$ cat config.mk
export PLATFORM = sky130hd
export DESIGN_NAME = md5_round_sequencer
export DESIGN_NICKNAME = d
export VERILOG_FILES = /design/src/rtl/md5_round_sequencer.sv
export SDC_FILE = /design/constraint.sdc
export NUM_CORES = 2
export LEC_CHECK = 0
export CELL_PAD_IN_SITES_DETAIL_PLACEMENT = 1
export CELL_PAD_IN_SITES_GLOBAL_PLACEMENT = 1
export CORE_AREA = 2 2 552 554
export CTS_CLUSTER_DIAMETER = 200
export DETAILED_ROUTE_END_ITERATION = 6
export DIE_AREA = 0 0 554 556
export PLACE_DENSITY_LB_ADDON = 0.05
export SYNTH_ARGS = -nofsm -noshare
export SYNTH_HDL_FRONTEND = slang
export SYNTH_SLANG_ARGS = --single-unit
$ cat constraint.sdc
create_clock -name clk_i -period 3.4 [get_ports clk_i]
set_input_delay 0.34 -clock clk_i [delete_from_list [all_inputs] [get_ports clk_i]]
set_output_delay 0.34 -clock clk_i [all_outputs]
set_load 0.005 [all_outputs]
$ cat src/rtl/md5_round_sequencer.sv
// Sequences the four MD5 rounds of one message block through an external round engine,
// chains A..D between rounds, folds the result into H0..H3 and presents the final digest.
module md5_round_sequencer #(
    parameter int unsigned N       = 32,
    parameter int unsigned TIMEOUT = 64
) (
    input  logic            clk_i,
    input  logic            rst_i,
    input  logic            blk_valid_i,
    output logic            blk_ready_o,
    input  logic            blk_first_i,
    input  logic            blk_last_i,
    input  logic [16*N-1:0] blk_m_i,
    output logic            rnd_start_o,
    output logic [1:0]      rnd_sel_o,
    output logic [N-1:0]    rnd_a_o,
    output logic [N-1:0]    rnd_b_o,
    output logic [N-1:0]    rnd_c_o,
    output logic [N-1:0]    rnd_d_o,
    output logic [16*N-1:0] rnd_m_o,
    input  logic            rnd_done_i,
    input  logic [N-1:0]    rnd_a_i,
    input  logic [N-1:0]    rnd_b_i,
    input  logic [N-1:0]    rnd_c_i,
    input  logic [N-1:0]    rnd_d_i,
    output logic            digest_valid_o,
    input  logic            digest_ready_i,
    output logic [4*N-1:0]  digest_o,
    output logic            busy_o,
    output logic            err_o
);

    localparam int unsigned TW = $clog2(TIMEOUT + 1);

    localparam logic [N-1:0] IV0 = N'(32'h67452301);
    localparam logic [N-1:0] IV1 = N'(32'hEFCDAB89);
    localparam logic [N-1:0] IV2 = N'(32'h98BADCFE);
    localparam logic [N-1:0] IV3 = N'(32'h10325476);

    typedef enum logic [2:0] {
        StIdle,
        StRun,
        StWait,
        StFinal,
        StOut
    } state_t;

    state_t            state;
    logic [1:0]        round;
    logic [TW-1:0]     tmo;
    logic [N-1:0]      h0, h1, h2, h3;
    logic [N-1:0]      wa, wb, wc, wd;
    logic [16*N-1:0]   msg;
    logic              last;
    logic              err;
    // Held low during reset and for the first edge after release so ready is 0 in reset.
    logic              live;

    always_ff @(posedge clk_i or negedge rst_i) begin
        if (!rst_i) begin
            state <= StIdle;
            round <= 2'd0;
            tmo   <= '0;
            h0    <= IV0;
            h1    <= IV1;
            h2    <= IV2;
            h3    <= IV3;
            wa    <= '0;
            wb    <= '0;
            wc    <= '0;
            wd    <= '0;
            msg   <= '0;
            last  <= 1'b0;
            err   <= 1'b0;
            live  <= 1'b0;
        end else begin
            live <= 1'b1;
            case (state)
                StIdle: begin
                    if (blk_valid_i && blk_ready_o) begin
                        msg   <= blk_m_i;
                        round <= 2'd0;
                        last  <= blk_last_i;
                        if (blk_first_i) begin
                            h0 <= IV0;
                            h1 <= IV1;
                            h2 <= IV2;
                            h3 <= IV3;
                            wa <= IV0;
                            wb <= IV1;
                            wc <= IV2;
                            wd <= IV3;
                        end else begin
                            wa <= h0;
                            wb <= h1;
                            wc <= h2;
                            wd <= h3;
                        end
                        state <= StRun;
                    end
                end
                StRun: begin
                    tmo   <= '0;
                    state <= StWait;
                end
                StWait: begin
                    // A done arriving on the expiry cycle takes priority over the timeout.
                    if (rnd_done_i) begin
                        wa <= rnd_a_i;
                        wb <= rnd_b_i;
                        wc <= rnd_c_i;
                        wd <= rnd_d_i;
                        if (round == 2'd3) begin
                            state <= StFinal;
                        end else begin
                            round <= round + 2'd1;
                            state <= StRun;
                        end
                    end else if (tmo == TW'(TIMEOUT - 1)) begin
                        err   <= 1'b1;
                        tmo   <= '0;
                        state <= StIdle;
                    end else begin
                        tmo <= tmo + 1'b1;
                    end
                end
                StFinal: begin
                    h0    <= h0 + wa;
                    h1    <= h1 + wb;
                    h2    <= h2 + wc;
                    h3    <= h3 + wd;
                    state <= last ? StOut : StIdle;
                end
                StOut: begin
                    if (digest_ready_i) begin
                        state <= StIdle;
                    end
                end
                default: state <= StIdle;
            endcase
        end
    end

    assign blk_ready_o    = live && (state == StIdle);
    assign rnd_start_o    = (state == StRun);
    assign rnd_sel_o      = round;
    assign rnd_a_o        = wa;
    assign rnd_b_o        = wb;
    assign rnd_c_o        = wc;
    assign rnd_d_o        = wd;
    assign rnd_m_o        = msg;
    assign digest_valid_o = (state == StOut);
    assign digest_o       = digest_valid_o ? {h0, h1, h2, h3} : '0;
    assign busy_o         = (state != StIdle);
    assign err_o          = err;

endmodule

==> out/metrics.json <==
{
  "placed_design": {
    "place.port_buffers": 1421,
    "globalplace.congestion": 0.783,
    "placed_cells_incl_taps": 9590,
    "place_area_um2": 56900,
    "place_hpwl_um": 208000
  },
  "pwr": {
    "net-switching-power_mw": 24.4,
    "ir_worst_vdd_v": 0.000445,
    "totalPowerFinal_mw": 58.6,
    "p_leak_nw": 28.7,
    "power_frac_comb_pct": 49.0,
    "switching_share_pct": 41.6,
    "power.share.clock_pct": 21.9,
    "power.density_cell_area_nw_per_um2": 892,
    "sequentialPowerShare_pct": 29.1,
    "cellInternalPower_mw": 34.2
  },
  "min_path": {
    "min_delay_path_depth": 3,
    "hp-start": "blk_m_i[339]",
    "min_delay_worst_type": "in2reg",
    "holdPathEnd": "rnd_m_o[339]"
  },
  "setup_path": {
    "reg2regPathDepth": 12,
    "path_class": "reg2out",
    "crit_buf_inv": 3,
    "critical_path_required_ns": 3.06,
    "worst-endpoint-arrival_ns": 2.86,
    "timing.critical_path.cells": "nor3b_4, buf_4, buf_12, and2_1, clkdlybuf4s50_1",
    "crit-reg2reg-capture": "h0[28]",
    "cp_slowest_stage_delay_ns": 0.75,
    "path_max_fanout": 56,
    "cp-end-kind": "output pin",
    "rr_startpoint": "rnd_a_o[0]",
    "path_delay_family": "buffers and inverters",
    "ff2ff_setup_slack_ns": 0.25,
    "crit_path_start_kind": "register",
    "crit_path_top_delay_cell": "clkdlybuf4s50_1"
  },
  "sta": {
    "final.setup.tns_ns": 0,
    "max_clock_freq_ghz": 0.313,
    "period_share_pct": 94.0,
    "worst_clock_skew_ns": 0.0747,
    "hold_viol_final": 0,
    "worst_slew_margin_rel_pct": 34.7,
    "final-max-slew-violation-count": 0,
    "final-setup-viol-count": 0,
    "final_period_minus_worst_setup_slack_ns": 3.20,
    "tightestPinTransition_ns": 0.979,
    "grt_setup_unrepaired": "true"
  },
  "synth": {
    "post_synth_instance_area_um2": 37400,
    "synth.net_count": 5113,
    "synth-edff-count": 0,
    "postSynthRegisterBits": 783,
    "synth-async-reset-ratio_pct": 100,
    "yosys_warnings": 0,
    "post_synth_top_area_share_pct": 48.1,
    "yosys-top-cells-area": "dfrtp_1, nand2_1, dfstp_2",
    "synth_ff_type": "dfrtp_1",
    "syn_inst_count": 4336,
    "ys_types": 78,
    "synth-seq-area-share_pct": 52.6,
    "netlist.top_cell.by_area": "dfrtp_1",
    "syn_area_per_cell_um2": 8.62
  },
  "global_routing": {
    "maximum_number_of_pins_on_one_net_before_global_route_repair": 132,
    "overall_track_demand_over_capacity_in_global_routing_pct": 16.9,
    "grt-ovfl-total": 0,
    "grt_antenna_before_repair": 137,
    "grt_pass1_wl_um": 365000,
    "first_global_vias": 42000
  },
  "layout": {
    "layout.cells.most_common": "nand2_1",
    "layout.cells.most_common_list": "nand2_1, clkdlybuf4s50_1, dfrtp_1",
    "utilization_pct": 21.8,
    "final-instance-count-excl-fill": 10300,
    "area_delta_synth_final_pct": 75.8,
    "post_route_cells_drive_above_1_share_pct": 5.77,
    "final_instance_area_um2": 65700,
    "finalNetCount": 6993,
    "n_fill_cell": 34900
  },
  "clocking": {
    "clkLatencyLatePin_ns": 0.87,
    "cts-buffers-inserted": 122,
    "cts-htree-levels": 3,
    "clock_root_cell": "clkbuf_16",
    "cts_tree": "built",
    "clkSinkCount": 783,
    "clk_pin_slew_ns": 0.05,
    "cts-root-to-sink-buffers": 4
  },
  "floorplanning": {
    "die_height_um": 556,
    "initial_core_util_pct": 12.4,
    "boundaryPins": 1422,
    "die_area_um2": 308000,
    "die_width_um": 554,
    "design.core.area_um2": 302000,
    "rows": 202
  },
  "status": {
    "run_status": "finished clean"
  },
  "route": {
    "route.antenna.remaining_nets": 0,
    "via_count": 38700,
    "drc": 0,
    "number_of_search_and_repair_iterations_in_the_first_detailed_routing_pass": 4,
    "vias_per_cell": 3.74,
    "drt-wirelength-per-cell_um": 25.8,
    "finalWirelength_um": 267000,
    "first_iter_violations": 1638
  },
  "job": {
    "maxCapViolCount": 0
  }
}
-- worst reg2reg max path, stage by stage, from the launching register on --
cell      delay, ns
dfrtp_1        0.38
ha_1           0.26
fa_1           0.41
a21o_1         0.19
a21oi_1        0.18
buf_4          0.15
nor2b_1        0.06
o31ai_2        0.24
a311oi_1       0.19
a21oi_2        0.29
o21ai_1        0.13
nor4b_1        0.16
or3_1          0.37
-- power by group through the flow --
stage                     Clock [mW]  Sequential [mW]  Combinational [mW]
after floorplan                    0             16.4                11.6
after global placement             0             17.1                29.4
after detailed placement           0             17.2                29.1
after CTS                       13.5             17.2                29.9
after global routing            13.9             17.7                31.7
final                           12.9             17.0                28.7
-- what timing repair did --
action / in CTS / in global routing
buffers inserted: 3 / 0
hold buffers: 476 / 0
hold endpoints to repair: 498 / 0
cloned: 1 / 0
resized for setup: 2 / 6
endpoints found under the setup margin: 22 / 5
-- stage by stage --
stage | worst slack [ns] | hold slack [ns]
after floorplan | 0.507 | 0.0444
after global placement | 0.0684 | 0.457
after detailed placement | 0.0215 | 0.462
after CTS | 0.0396 | 0.0000155
after global routing | -0.000318 | 0.0267
final | 0.202 | 0.0872
-- logic make-up after synthesis --
group	share of synthesized area, %
and+or+nand+nor	25.6
muxes	0.0535
DFF	52.6
xor gates and xnor gates	2.57
buffers and inverters	2.74
other	0.0100
adders and majority gates	4.43
AOI/OAI and AO/OA	12.0
-- how the worst max path moves through the flow --
stage / slack [ns] / from / cells past startpoint / endpoint
after floorplan: 0.51 / rnd_a_o[0] / 11 / h0[28]
after global placement: 0.07 / rnd_a_o[1] / 12 / h0[31]
after detailed placement: 0.02 / rnd_a_o[1] / 12 / h0[31]
after CTS: 0.04 / state[2] / 5 / digest_o[13]
after global routing: -0.0003 / rnd_a_o[0] / 12 / h0[28]
final: 0.20 / state[2] / 5 / digest_o[111]
-- synth_stat cells, drive strengths merged, types with 18 or more instances --
| library cell | number |
|---|---|
| a211oi | 19 |
| a21o | 64 |
| a21oi | 235 |
| and2 | 133 |
| clkbuf | 222 |
| dfrtp | 719 |
| dfstp | 64 |
| ha | 126 |
| inv | 38 |
| nand2 | 1782 |
| nand3 | 28 |
| nor2 | 114 |
| nor3 | 18 |
| nor3b | 65 |
| o21ai | 316 |
| or3 | 71 |
| xnor2 | 55 |
| xor2 | 54 |
-- layer usage --
| metal | track usage (%) | vias up | part of all wire (%) |
|---|---|---|---|
| li1 | - | 18100 | - |
| met1 | 19.8 | 19200 | 41 |
| met2 | 29.8 | 1004 | 50 |
| met3 | 5.38 | 350 | 6.7 |
| met4 | 3.32 | 90 | 2.1 |
| met5 | 0 | - | 0.21 |
-- final cells by class --
cell class / instances / area [µm²] / share of cell area, %
Antenna cell: 43 / 108 / 0.164
Timing Repair Buffer: 1991 / 20100 / 30.6
Inverter: 38 / 143 / 0.217
Sequential cell: 783 / 19700 / 29.9
Multi-Input combinational cell: 3280 / 16800 / 25.5
Tap cell: 3978 / 4980 / 7.57
Clock inverter: 16 / 206 / 0.314
Clock buffer: 204 / 3680 / 5.60
-- state kept, by name, summed over array words and instances, names as in the netlist, 32 cells and up --
name and cells:
rnd_m_o 512, h0 32, h1 32, h2 32, h3 32, rnd_a_o 32, rnd_b_o 32, rnd_c_o 32
rnd_d_o 32
(Power assumes the default switching activity.)
